[src/rtl/multicycle_controller_if.sv]
// multicycle_controller_if: IR/flag inputs and datapath control outputs of the multicycle controller.
interface multicycle_controller_if;
    logic [19:0] Instr;
    logic [3:0]  ALUFlags;
    logic        IRWrite;
    logic        AdrSrc;
    logic [1:0]  ALUSrcA;
    logic [1:0]  ALUSrcB;
    logic [1:0]  ResultSrc;
    logic [1:0]  ImmSrc;
    logic [1:0]  RegSrc;
    logic        ShifterSrc;
    logic [1:0]  ALUControl;
    logic        PCWrite;
    logic        RegWrite;
    logic        MemWrite;
    logic [3:0]  State;
    modport master (
        output Instr, ALUFlags,
        input  IRWrite, AdrSrc, ALUSrcA, ALUSrcB, ResultSrc, ImmSrc, RegSrc,
        input  ShifterSrc, ALUControl, PCWrite, RegWrite, MemWrite, State
    );
    modport slave (
        input  Instr, ALUFlags,
        output IRWrite, AdrSrc, ALUSrcA, ALUSrcB, ResultSrc, ImmSrc, RegSrc,
        output ShifterSrc, ALUControl, PCWrite, RegWrite, MemWrite, State
    );
endinterface

[src/rtl/multicycle_controller.sv]
// multicycle_controller: main FSM, instruction decode, NZCV flags and condition check for the multicycle ARM datapath.
module multicycle_controller (
    input  logic                   clk,
    input  logic                   reset,
    multicycle_controller_if.slave bus
);
    typedef enum logic [3:0] {
        FETCH = 4'd0, DECODE = 4'd1, MEMADR = 4'd2, MEMREAD = 4'd3, MEMWB = 4'd4,
        MEMWRITE = 4'd5, EXECUTER = 4'd6, EXECUTEI = 4'd7, ALUWB = 4'd8, BRANCH = 4'd9
    } state_t;

    state_t     r_state;
    logic [3:0] r_flags;
    logic       r_cond_ex;

    logic [3:0] w_cond, w_cmd, w_rd;
    logic [1:0] w_op, w_alu_op;
    logic [5:0] w_funct;
    logic       w_n, w_z, w_c, w_v, w_cond_ex, w_cmd_ok, w_flag_cv;
    logic       w_fd, w_exec, w_reg_w, w_mem_w, w_branch, w_unused;

    assign w_cond    = bus.Instr[19:16];
    assign w_op      = bus.Instr[15:14];
    assign w_funct   = bus.Instr[13:8];
    assign w_rd      = bus.Instr[3:0];
    assign w_unused  = &{1'b0, bus.Instr[7:4]};
    assign w_cmd     = w_funct[4:1];
    assign {w_n, w_z, w_c, w_v} = r_flags;

    always_comb begin
        case (w_cond)
            4'b0000: w_cond_ex = w_z;
            4'b0001: w_cond_ex = !w_z;
            4'b0010: w_cond_ex = w_c;
            4'b0011: w_cond_ex = !w_c;
            4'b0100: w_cond_ex = w_n;
            4'b0101: w_cond_ex = !w_n;
            4'b0110: w_cond_ex = w_v;
            4'b0111: w_cond_ex = !w_v;
            4'b1000: w_cond_ex = w_c && !w_z;
            4'b1001: w_cond_ex = !w_c || w_z;
            4'b1010: w_cond_ex = w_n == w_v;
            4'b1011: w_cond_ex = w_n != w_v;
            4'b1100: w_cond_ex = !w_z && (w_n == w_v);
            4'b1101: w_cond_ex = w_z || (w_n != w_v);
            4'b1110: w_cond_ex = 1'b1;
            default: w_cond_ex = 1'b0;
        endcase
    end

    // Unsupported DP commands still execute as ADD but never write back
    assign w_cmd_ok  = w_cmd == 4'b0100 || w_cmd == 4'b0010 || w_cmd == 4'b0000 || w_cmd == 4'b1100;
    assign w_alu_op  = w_cmd == 4'b0010 ? 2'b01 : w_cmd == 4'b0000 ? 2'b10 : w_cmd == 4'b1100 ? 2'b11 : 2'b00;
    assign w_flag_cv = w_funct[0] && (w_cmd == 4'b0100 || w_cmd == 4'b0010);

    always_ff @(posedge clk) begin
        if (!reset) begin
            r_state   <= FETCH;
            r_flags   <= 4'b0000;
            r_cond_ex <= 1'b0;
        end else begin
            case (r_state)
                FETCH:    r_state <= DECODE;
                DECODE: begin
                    r_cond_ex <= w_cond_ex;
                    r_state   <= w_op == 2'b01 ? MEMADR : w_op == 2'b10 ? BRANCH :
                                 w_op == 2'b11 ? FETCH : w_funct[5] ? EXECUTEI : EXECUTER;
                end
                MEMADR:   r_state <= w_funct[0] ? MEMREAD : MEMWRITE;
                MEMREAD:  r_state <= MEMWB;
                EXECUTER, EXECUTEI: begin
                    if (r_cond_ex && w_funct[0]) r_flags[3:2] <= bus.ALUFlags[3:2];
                    if (r_cond_ex && w_flag_cv) r_flags[1:0] <= bus.ALUFlags[1:0];
                    r_state <= ALUWB;
                end
                default:  r_state <= FETCH;
            endcase
        end
    end

    assign w_fd     = r_state == FETCH || r_state == DECODE;
    assign w_exec   = r_state == EXECUTER || r_state == EXECUTEI;
    assign w_reg_w  = r_state == MEMWB || (r_state == ALUWB && w_cmd_ok);
    assign w_mem_w  = r_state == MEMWRITE;
    assign w_branch = r_state == BRANCH;

    assign bus.State      = r_state;
    assign bus.IRWrite    = reset && r_state == FETCH;
    assign bus.AdrSrc     = r_state == MEMREAD || r_state == MEMWRITE;
    assign bus.ALUSrcA    = w_fd ? 2'b01 : 2'b00;
    assign bus.ALUSrcB    = w_fd ? 2'b10 : (r_state == MEMADR || r_state == EXECUTEI || w_branch) ? 2'b01 : 2'b00;
    assign bus.ResultSrc  = (w_fd || w_branch) ? 2'b10 : r_state == MEMWB ? 2'b01 : 2'b00;
    assign bus.ALUControl = w_exec ? w_alu_op : 2'b00;
    assign bus.ImmSrc     = w_op;
    assign bus.RegSrc     = {w_op == 2'b01, w_op == 2'b10};
    assign bus.ShifterSrc = w_op == 2'b00 && !w_funct[5];
    assign bus.RegWrite   = reset && w_reg_w && r_cond_ex;
    assign bus.MemWrite   = reset && w_mem_w && r_cond_ex;
    assign bus.PCWrite    = reset && (r_state == FETCH || (w_branch && r_cond_ex) ||
                                      (w_reg_w && r_cond_ex && w_rd == 4'hF));
endmodule

[src/flat_wrapper.sv]
// flat-port wrapper written by rule: the top's interface ports become plain ports
module multicycle_controller_flat 
  (clk, reset, bus_Instr, bus_ALUFlags, bus_IRWrite, bus_AdrSrc, bus_ALUSrcA, bus_ALUSrcB, bus_ResultSrc, bus_ImmSrc, bus_RegSrc, bus_ShifterSrc, bus_ALUControl, bus_PCWrite, bus_RegWrite, bus_MemWrite, bus_State);
  multicycle_controller_if bus_i ();
  input  logic clk;
  input  logic reset;
  input wire logic [$bits(bus_i.Instr)-1:0] bus_Instr;
  input wire logic [$bits(bus_i.ALUFlags)-1:0] bus_ALUFlags;
  output wire logic [$bits(bus_i.IRWrite)-1:0] bus_IRWrite;
  output wire logic [$bits(bus_i.AdrSrc)-1:0] bus_AdrSrc;
  output wire logic [$bits(bus_i.ALUSrcA)-1:0] bus_ALUSrcA;
  output wire logic [$bits(bus_i.ALUSrcB)-1:0] bus_ALUSrcB;
  output wire logic [$bits(bus_i.ResultSrc)-1:0] bus_ResultSrc;
  output wire logic [$bits(bus_i.ImmSrc)-1:0] bus_ImmSrc;
  output wire logic [$bits(bus_i.RegSrc)-1:0] bus_RegSrc;
  output wire logic [$bits(bus_i.ShifterSrc)-1:0] bus_ShifterSrc;
  output wire logic [$bits(bus_i.ALUControl)-1:0] bus_ALUControl;
  output wire logic [$bits(bus_i.PCWrite)-1:0] bus_PCWrite;
  output wire logic [$bits(bus_i.RegWrite)-1:0] bus_RegWrite;
  output wire logic [$bits(bus_i.MemWrite)-1:0] bus_MemWrite;
  output wire logic [$bits(bus_i.State)-1:0] bus_State;
  assign bus_i.Instr = bus_Instr;
  assign bus_i.ALUFlags = bus_ALUFlags;
  assign bus_IRWrite = bus_i.IRWrite;
  assign bus_AdrSrc = bus_i.AdrSrc;
  assign bus_ALUSrcA = bus_i.ALUSrcA;
  assign bus_ALUSrcB = bus_i.ALUSrcB;
  assign bus_ResultSrc = bus_i.ResultSrc;
  assign bus_ImmSrc = bus_i.ImmSrc;
  assign bus_RegSrc = bus_i.RegSrc;
  assign bus_ShifterSrc = bus_i.ShifterSrc;
  assign bus_ALUControl = bus_i.ALUControl;
  assign bus_PCWrite = bus_i.PCWrite;
  assign bus_RegWrite = bus_i.RegWrite;
  assign bus_MemWrite = bus_i.MemWrite;
  assign bus_State = bus_i.State;
  multicycle_controller u_core (.clk(clk), .reset(reset), .bus(bus_i));
endmodule
[config.mk]
export PLATFORM = sky130hd
export DESIGN_NAME = multicycle_controller_flat
export DESIGN_NICKNAME = d
export VERILOG_FILES = /design/src/rtl/multicycle_controller_if.sv /design/src/rtl/multicycle_controller.sv /design/src/flat_wrapper.sv
export SDC_FILE = /design/constraint.sdc
export NUM_CORES = 1
export LEC_CHECK = 0
export CORE_MARGIN = 10
export CORE_UTILIZATION = 41
export DETAILED_ROUTE_END_ITERATION = 8
export PLACE_DENSITY_LB_ADDON = 0.2
export SYNTH_ARGS = -nofsm -noshare
export SYNTH_HDL_FRONTEND = slang
export SYNTH_SLANG_ARGS = --single-unit
[constraint.sdc]
create_clock -name clk -period 2.1 [get_ports clk]
set_input_delay 0.42 -clock clk [delete_from_list [all_inputs] [get_ports clk]]
set_output_delay 0.42 -clock clk [all_outputs]
set_load 0.02 [all_outputs]
# Yosys cells after proc, flatten, opt, wreduce, memory -nomap -nowiden

Cells that the tools add are included.

Add/sub/neg operators: 0
$mul: 0
Divide/modulo/power cells: 0
$lt $le $gt $ge: 0
Equality and inequality tests: 32
Shift operators: 0
Multiplexer cells: 16
Bitwise logic cells: 0
Reductions and logical operators: 42

Operators by type and width:

| cell                                                                   | count |
|---|---|
| 4-bit equality test (second input constant)                            | 11 |
| 4-bit by 3-bit equality test with 1-bit output (second input constant) | 9 |
| 4-bit by 2-bit equality test with 1-bit output (second input constant) | 5 |
| 4-bit one-hot mux with 5 select lines                                  | 1 |
| 1-bit logical AND                                                      | 16 |
| 1-bit one-hot mux with 15 select lines                                 | 1 |
| 1-bit logical OR                                                       | 14 |
| 4-bit zero test                                                        | 3 |
| 2-bit two-way mux                                                      | 6 |
| 4-bit two-way mux                                                      | 3 |
| 4-bit by 1-bit equality test with 1-bit output (second input constant) | 2 |
| 1-bit zero test                                                        | 5 |
| 2-bit equality test (second input constant)                            | 2 |
| 1-bit two-way mux                                                      | 4 |
| 2-bit AND reduction                                                    | 2 |
| 3-bit two-way mux                                                      | 1 |
| 2-bit by 1-bit equality test with 1-bit output (second input constant) | 1 |
| 2-bit zero test                                                        | 1 |
| 2-bit OR reduction                                                     | 1 |
| 1-bit equality test                                                    | 1 |
| 1-bit inequality test                                                  | 1 |

Bits in registers: 9
Latch bits: 0
Bits in writable memories: 0
Bits in read-only memories: 0
Bits of input ports: 26
Memories kept: 0

# Longest topological paths before layout

Gate-level depths: netlist (run 1).

Depth after elaboration: 10
Gate-level depth with buffers: 5

# Worst setup path after synthesis (run 1)

OpenSTA, ideal clock, no wires.

Path type: input to output
Start point: input port bus_Instr[11]
End point: output port bus_PCWrite
Arrival time: 1,618 ps
Data required time: 1,680 ps
Path slack: 62 ps
Stages: 5
Buffers on the path: 1
Cell sequence: clkbuf_2 -> mux2i_1 -> a31oi_1 -> nor4_2 -> a32o_1

Cells in the longest elaborated chain, start to end: 10
Elaborated cells between the ends (all ways): 13

RTL lines:

| element                                                                                                          | RTL line                     | RTL |
|---|---|---|
| from (decl)                                                                                                      | flat_wrapper.sv:7            | `input wire logic [$bits(bus_i.Instr)-1:0] bus_Instr;` |
| 4-bit by 3-bit equality test with 1-bit output or 4-bit by 2-bit equality test with 1-bit output (tied branches) | multicycle_controller.sv:52  | `assign w_cmd_ok = w_cmd == 4'b0100 \|\| w_cmd == 4'b0010 \|\| w_cmd == 4'b0000 \|\| w_cmd == 4'b1100;` |
| 1-bit logical OR (2 in a row)                                                                                    | multicycle_controller.sv:52  |  |
| 1-bit logical OR (*)                                                                                             | multicycle_controller.sv:52  |  |
| 1-bit logical AND (*)                                                                                            | multicycle_controller.sv:83  | `assign w_reg_w = r_state == MEMWB \|\| (r_state == ALUWB && w_cmd_ok);` |
| 1-bit logical OR (*)                                                                                             | multicycle_controller.sv:83  |  |
| 1-bit logical AND (*) (2 in a row)                                                                               | multicycle_controller.sv:100 | `(w_reg_w && r_cond_ex && w_rd == 4'hF));` |
| 1-bit logical OR (*)                                                                                             | multicycle_controller.sv:99  | `assign bus.PCWrite = reset && (r_state == FETCH \|\| (w_branch && r_cond_ex) \|\|` |
| 1-bit logical AND (*)                                                                                            | multicycle_controller.sv:99  |  |
| to (decl)                                                                                                        | flat_wrapper.sv:18           | `output wire logic [$bits(bus_i.PCWrite)-1:0] bus_PCWrite;` |

Every way passes the cells marked *; elsewhere a longest branch is shown, timed or not.

# Worst setup path after layout (run 1)

Start point: input port bus_Instr[9]
End point: output port bus_PCWrite

The elaborated chain is that of the path after synthesis.

==> results of run 1 <==
==> layout by cell type (no fill, tap or decap), types with 2 or more instances in the layout <==
cell type        instances
a21boi_0                 3
a21oi_1                  3
a22oi_1                  2
a31oi_1                  3
and4_1                   2
buf_2                    2
buf_4                   20
clkbuf_4                 3
clkdlybuf4s50_1         22
dfxtp_1                  8
dlygate4sd2_1           11
dlymetal6s2s_1           4
mux2i_1                  4
nand2_1                 10
nand3_1                  4
nor2_1                  10
nor2b_1                  6
nor3_1                   7
nor3b_1                  2
o21ai_0                  2
xnor2_1                  4
xor2_1                   3
==> cells in the mapped netlist, drive strengths merged <==
master / n
a21oi: 3
a31oi: 3
nor3b: 2
xnor2: 4
nand3: 4
a22oi: 2
or2: 2
nand2: 10
conb: 1
xor3: 1
nor4b: 1
xor2: 3
nor4: 2
o21ai: 3
and2b: 1
nor2: 11
inv: 1
o211ai: 1
mux2i: 4
clkbuf: 1
o31ai: 1
and3: 2
o31a: 1
nand4: 1
a221o: 1
nand2b: 1
and3b: 1
or2b: 1
buf: 10
nor3: 7
nand3b: 1
and4: 2
a32o: 2
o2111ai: 1
a21boi: 3
nor2b: 6
dfxtp: 9
==> cell type report <==
cell class | instances | area [um^2] | area share (%)
multi-input cells | 89 | 587 | 42.4
repair buffers | 62 | 553 | 39.9
well taps | 27 | 33.8 | 2.44
clock buffers | 4 | 26.3 | 1.90
flip-flops and latches | 9 | 181 | 13.1
inverters | 1 | 3.75 | 0.271
==> layer usage <==
metal	global-route usage [%]	vias up	part of all wire, %
met5	0	-	0
met4	2.41	0	0.38
met3	5.76	2	7.1
met2	22.6	24	53
met1	12.5	460	39
li1	-	503	-
==> timing repair <==
| action | CTS | global route |
|---|---|---|
| pin swaps | 0 | 3 |
| endpoints found under the setup margin | 15 | 7 |
| resized for setup | 27 | 13 |
==> flip-flops by register name (all words and copies together), names as in the netlist <==
register / cells
u_core.r_cond_ex: 1
u_core.bus.State: 4
u_core.r_flags: 4
==> power by group through the flow <==
stage	Sequential, mW	Combinational, mW	Clock (mW)
after floorplan	0.195	0.122	0
after global placement	0.193	0.250	0
after detailed placement	0.193	0.254	0
after CTS	0.189	0.242	0.137
after global routing	0.191	0.262	0.146
final	0.190	0.242	0.132
==> worst register-to-register path, delay by kind of cell (launching register included) <==
family          cells  cell delay, ps
flops               1             420
buf+inv             1             170
simple gates        1             430
compound gates      2             290
==> worst max path at each step <==
stage                              to           from  cells after the start  slack [ps]
after floorplan           bus_PCWrite  bus_Instr[11]                      5          60
after global placement    bus_PCWrite  bus_Instr[11]                      6        -490
after detailed placement  bus_PCWrite  bus_Instr[11]                      6        -540
after CTS                 bus_PCWrite  bus_Instr[11]                      6        -180
after global routing      bus_PCWrite   bus_Instr[9]                      6         -20
final                     bus_PCWrite   bus_Instr[9]                      6          80
==> metrics by stage <==
step	hold slack (ps)	cell area [um^2]	utilization [%]
finish	491	1390	70.6
CTS	496	1380	70.3
global route	532	1390	70.6
global placement	483	1370	69.9
detailed placement	487	1370	69.9
floorplan	460	847	-
==> cell families (layout without fill, tap and decap cells) <==
kind of cell / after synthesis / in the layout
and+or+nand+nor: 55 / 55
DFF: 9 / 9
xor gates and xnor gates: 8 / 8
other: 1 / 1
buffers and inverters: 12 / 67
AOI/OAI and AO/OA: 21 / 21
muxes: 4 / 4
==> metrics.txt, run 1 <==
max-slew violations 0; Hold Path Depth 2; initial antenna violation count 0; worst vdd ir 317 uV; Yosys reg bits 9; wire per inst 13.8 um; PnR worst setup slack 82.1 ps; Hold Vio Cnt, Final 0; gpl congestion 0.875; main combinational cell family by area after synthesis simple AND/OR/NAND/NOR gates; Starting Density 43.2%; Core Area 1960 um^2; vias in the first global route 975; Finished Layout Cells 192; Worst EP required 1680 ps; Synth Area in Simple Gates 36.0%; Synth Instances 110; worst r2r src u_core.bus.State[0]$_SDFF_PN0_; DRC 0; final setup violation count 0; critical setup path kind primary input to output pin; Inserted Diodes 0; dpl cells 188; sequential share of power 33.6%; DRT iter0 DRCs 31; clk slew on worst S/H paths 60 ps; Critical R2R Capture u_core.r_cond_ex$_SDFFE_PN0P_; I/O pins 48; fin nets 192; Num CTS Buffers 3; Logic pwr share 42.9%; Mapped Area 847 um^2; die area 4280 um^2; slowest library cell on the worst path clkdlybuf4s50_1; Worst R2R Path Depth 4; largest stage delay on the critical path 420 ps; min-delay src u_core.r_flags[2]$_SDFFE_PN0P_; Yosys warning count 0; hold-fix buffers at CTS 0; clock root buffer clkbuf_4; largest net degree at the start of global routing 10; synth top area cells dfxtp_1 (21%), nor2_1 (4.9%), mux2i_1 (4.7%); worst-path fanout max 2; clock group share of total power 23.5%; Worst Path Buf+Inv 2; overall power 564 uW; CP Capture Type output pin; sequential area share after synthesis 21.3%; P_sw 184 uW; syn_nets 136; post-CTS setup buffers 0; die extent in y 65.5 um; area share of the largest cell type after synthesis 21.3%; final WL 2.64 mm; Slew HR 66.3%; DP Worst Slack -541 ps; CTS tree done; share of cells above drive strength 1 21.8%; mean post-synth cell area 7.70 um^2; pwr dens 407 nW/um^2; vias per std cell 5.15; antenna-violating nets left 0; final worst path period share 96.1%; outcome complete, no violations; crit path launch type primary input; Worst-Margin Slew 498 ps; crit-path cells clkdlybuf4s50_1 -> nor2_1 -> a31oi_1 -> nor4_2 -> a32o_2 -> buf_6; port bufs 42; Yosys cell types 43; Hold EP u_core.r_flags[2]$_SDFFE_PN0P_; switching share of power 32.7%; RSZ-0062 raised after global routing yes; Max Freq 496 MHz; FP Rows 16; Synth Area in Adders 0%; Die W 65.5 um; P&R area growth vs syn 63.5%; FILL cells 178; first-pass GRT wire length 4.30 mm; post-synthesis compound-gate area fraction 17.6%; CTS sink cnt 9; post-synthesis mux area share 4.73%; global route overflow 0; DR pass1 iterations 4; Vias 989; H-tree depth 1; Pleak 0.624 nW; Max Cap Violations 0; gr usage total 12.3%; Bufs on Longest Clock Path 2; total negative setup slack 0 ps; XOR/XNOR Fraction of Synth Area 10.0%; Period minus WS final 2020 ps; biggest area consumer among synthesized cells dfxtp_1; CP delay by family, top buffers and inverters; Worst R2R Setup Slack 670 ps; P_int 380 uW; HP Class flip-flop to flip-flop; Detailed Place HPWL 2.28 mm; Arrival @ worst endpoint 1600 ps; worst skew pair latency 260 ps; clk_skew 5.45 ps
No activity file was read; power rests on OpenSTA's default activity.
==> run 2: changes to the inputs <==
--- a/config.mk
+++ b/config.mk
@@ -7,5 +7,6 @@
 export LEC_CHECK = 0
 export CORE_MARGIN = 10
-export CORE_UTILIZATION = 41
+export CORE_UTILIZATION = 42
+export CTS_BUF_LIST = sky130_fd_sc_hd__clkbuf_8
 export DETAILED_ROUTE_END_ITERATION = 8
 export PLACE_DENSITY_LB_ADDON = 0.2
==> constraint.sdc (replaced) <==
create_clock -name clk -period 2.1 [get_ports clk]
set_input_delay 0.315 -clock clk [delete_from_list [all_inputs] [get_ports clk]]
set_output_delay 0.315 -clock clk [all_outputs]
set_load 0.02 [all_outputs]
==> run 2 against run 1 <==
- routed wire length rose by 9.0%
- critical path type unchanged
- flip-flop and latch count did not move
- first-iteration DRC count fell by 16%
==> metrics.txt, run 2 (synthesis gave the netlist of run 1 again) <==
final setup violation count 0; post-CTS setup buffers 0; final WL 2.88 mm; worst skew pair latency 230 ps; outcome complete, no violations; vias per std cell 5.25; final instance area 1380 um^2; Vias 993; fin nets 189; Detailed Place HPWL 2.36 mm; I/O pins 48; Hold Vio Cnt, Final 0; clock root buffer clkbuf_8; Bufs on Longest Clock Path 2; Die W 64.9 um; crit-path cells clkdlybuf4s50_1 -> mux2i_1 -> a31oi_1 -> nor4_2 -> buf_4 -> clkdlybuf4s15_2; first-pass GRT wire length 4.60 mm; Worst Path Buf+Inv 3; CP Capture Type output pin; post_cts resized 13; final core occ 71.1%; Inserted Diodes 0; crit path launch type primary input; Hold Path Depth 2; wire per inst 15.2 um; Core Area 1940 um^2; P&R area growth vs syn 62.9%; Worst R2R Setup Slack 560 ps; Max Freq 488 MHz; total negative setup slack 0 ps; pwr dens 458 nW/um^2; initial antenna violation count 0; clk slew on worst S/H paths 40 ps; FP Rows 16; DR pass1 iterations 4; antenna-violating nets left 0; DP Worst Slack -330 ps; gr usage total 13.5%; Hold EP u_core.r_flags[2]$_SDFFE_PN0P_; hold-fix buffers at CTS 0; CTS sink cnt 9; Slew HR 59.3%; Period minus WS final 2050 ps; gpl congestion 0.835; FILL cells 175; Worst R2R Path Depth 4; Worst-Margin Slew 602 ps; most frequent cells in the layout clkdlybuf4s50_1 (33), buf_4 (17), nor2_1 (11); PnR worst setup slack 52.7 ps; DRT iter0 DRCs 26; Arrival @ worst endpoint 1730 ps; Pleak 0.577 nW; largest net degree at the start of global routing 11; worst r2r src u_core.bus.State[0]$_SDFF_PN0_; Starting Density 43.6%; global route overflow 0; critical setup path kind primary input to output pin; min-delay src u_core.r_flags[2]$_SDFFE_PN0P_; vias in the first global route 965; RSZ-0062 raised after global routing no; final worst path period share 97.5%; Worst EP required 1780 ps; port bufs 42; die extent in y 64.9 um; H-tree depth 1; CP delay by family, top buffers and inverters; worst-path fanout max 2; largest stage delay on the critical path 510 ps; Num CTS Buffers 3; worst vdd ir 478 uV; Critical R2R Capture u_core.r_cond_ex$_SDFFE_PN0P_; DRC 0; dpl cells 185; die area 4210 um^2; CTS tree done; Finished Layout Cells 189; clk_skew 0.381 ps; HP Class flip-flop to flip-flop; Critical Path Start bus_Instr[11]; share of cells above drive strength 1 19.8%; Max Cap Violations 0; max-slew violations 0; commonest non-fill, non-tap cell in the layout clkdlybuf4s50_1; placed cell areas 1350 um^2; WP depth 6; slowest library cell on the worst path clkdlybuf4s50_1
==> run 2: final cells by class <==
type                            instances  area, um^2  area share, %
Multi-Input combinational cell         89         583           42.2
Timing Repair Buffer                   59         532           38.5
Clock buffer                            3        41.3           2.99
Tap cell                               27        33.8           2.45
Sequential cell                         9         183           13.2
Clock inverter                          1        3.75          0.272
Inverter                                1        3.75          0.272
==> run 2: metal layers <==
metal / GRT usage [%] / vias up / wire length [um]
met5: 0 / - / 0
met4: 6.15 / 0 / 40
met3: 4.12 / 2 / 166
met2: 23.2 / 33 / 1480
met1: 14.9 / 459 / 1190
li1: - / 499 / -
==> run 2: worst min-delay path, cell delays in order, from the launching register on <==
cell and delay, ps:
dfxtp_1 330, nand2_1 60, a21boi_0 70
==> run 2: how the worst max path moves through the flow <==
stage	slack, ps	endpoint
floorplan	200	bus_PCWrite
global route	2	bus_RegWrite
CTS	10	bus_PCWrite
detailed placement	-330	bus_PCWrite
finish	50	bus_RegWrite
global placement	-310	bus_PCWrite
==> run 2: through the flow <==
| stage | power [mW] | hold slack, ps |
|---|---|---|
| detailed placement | 0.445 | 501 |
| CTS | 0.636 | 516 |
| finish | 0.632 | 515 |
| global placement | 0.439 | 487 |
| global route | 0.667 | 535 |
| floorplan | 0.317 | 443 |
==> run 2: where the power goes <==
part           switching, mW  internal (mW)  total, mW
logic                  0.115          0.130      0.245
clock network         0.0684          0.127      0.196
registers             0.0117          0.180      0.191
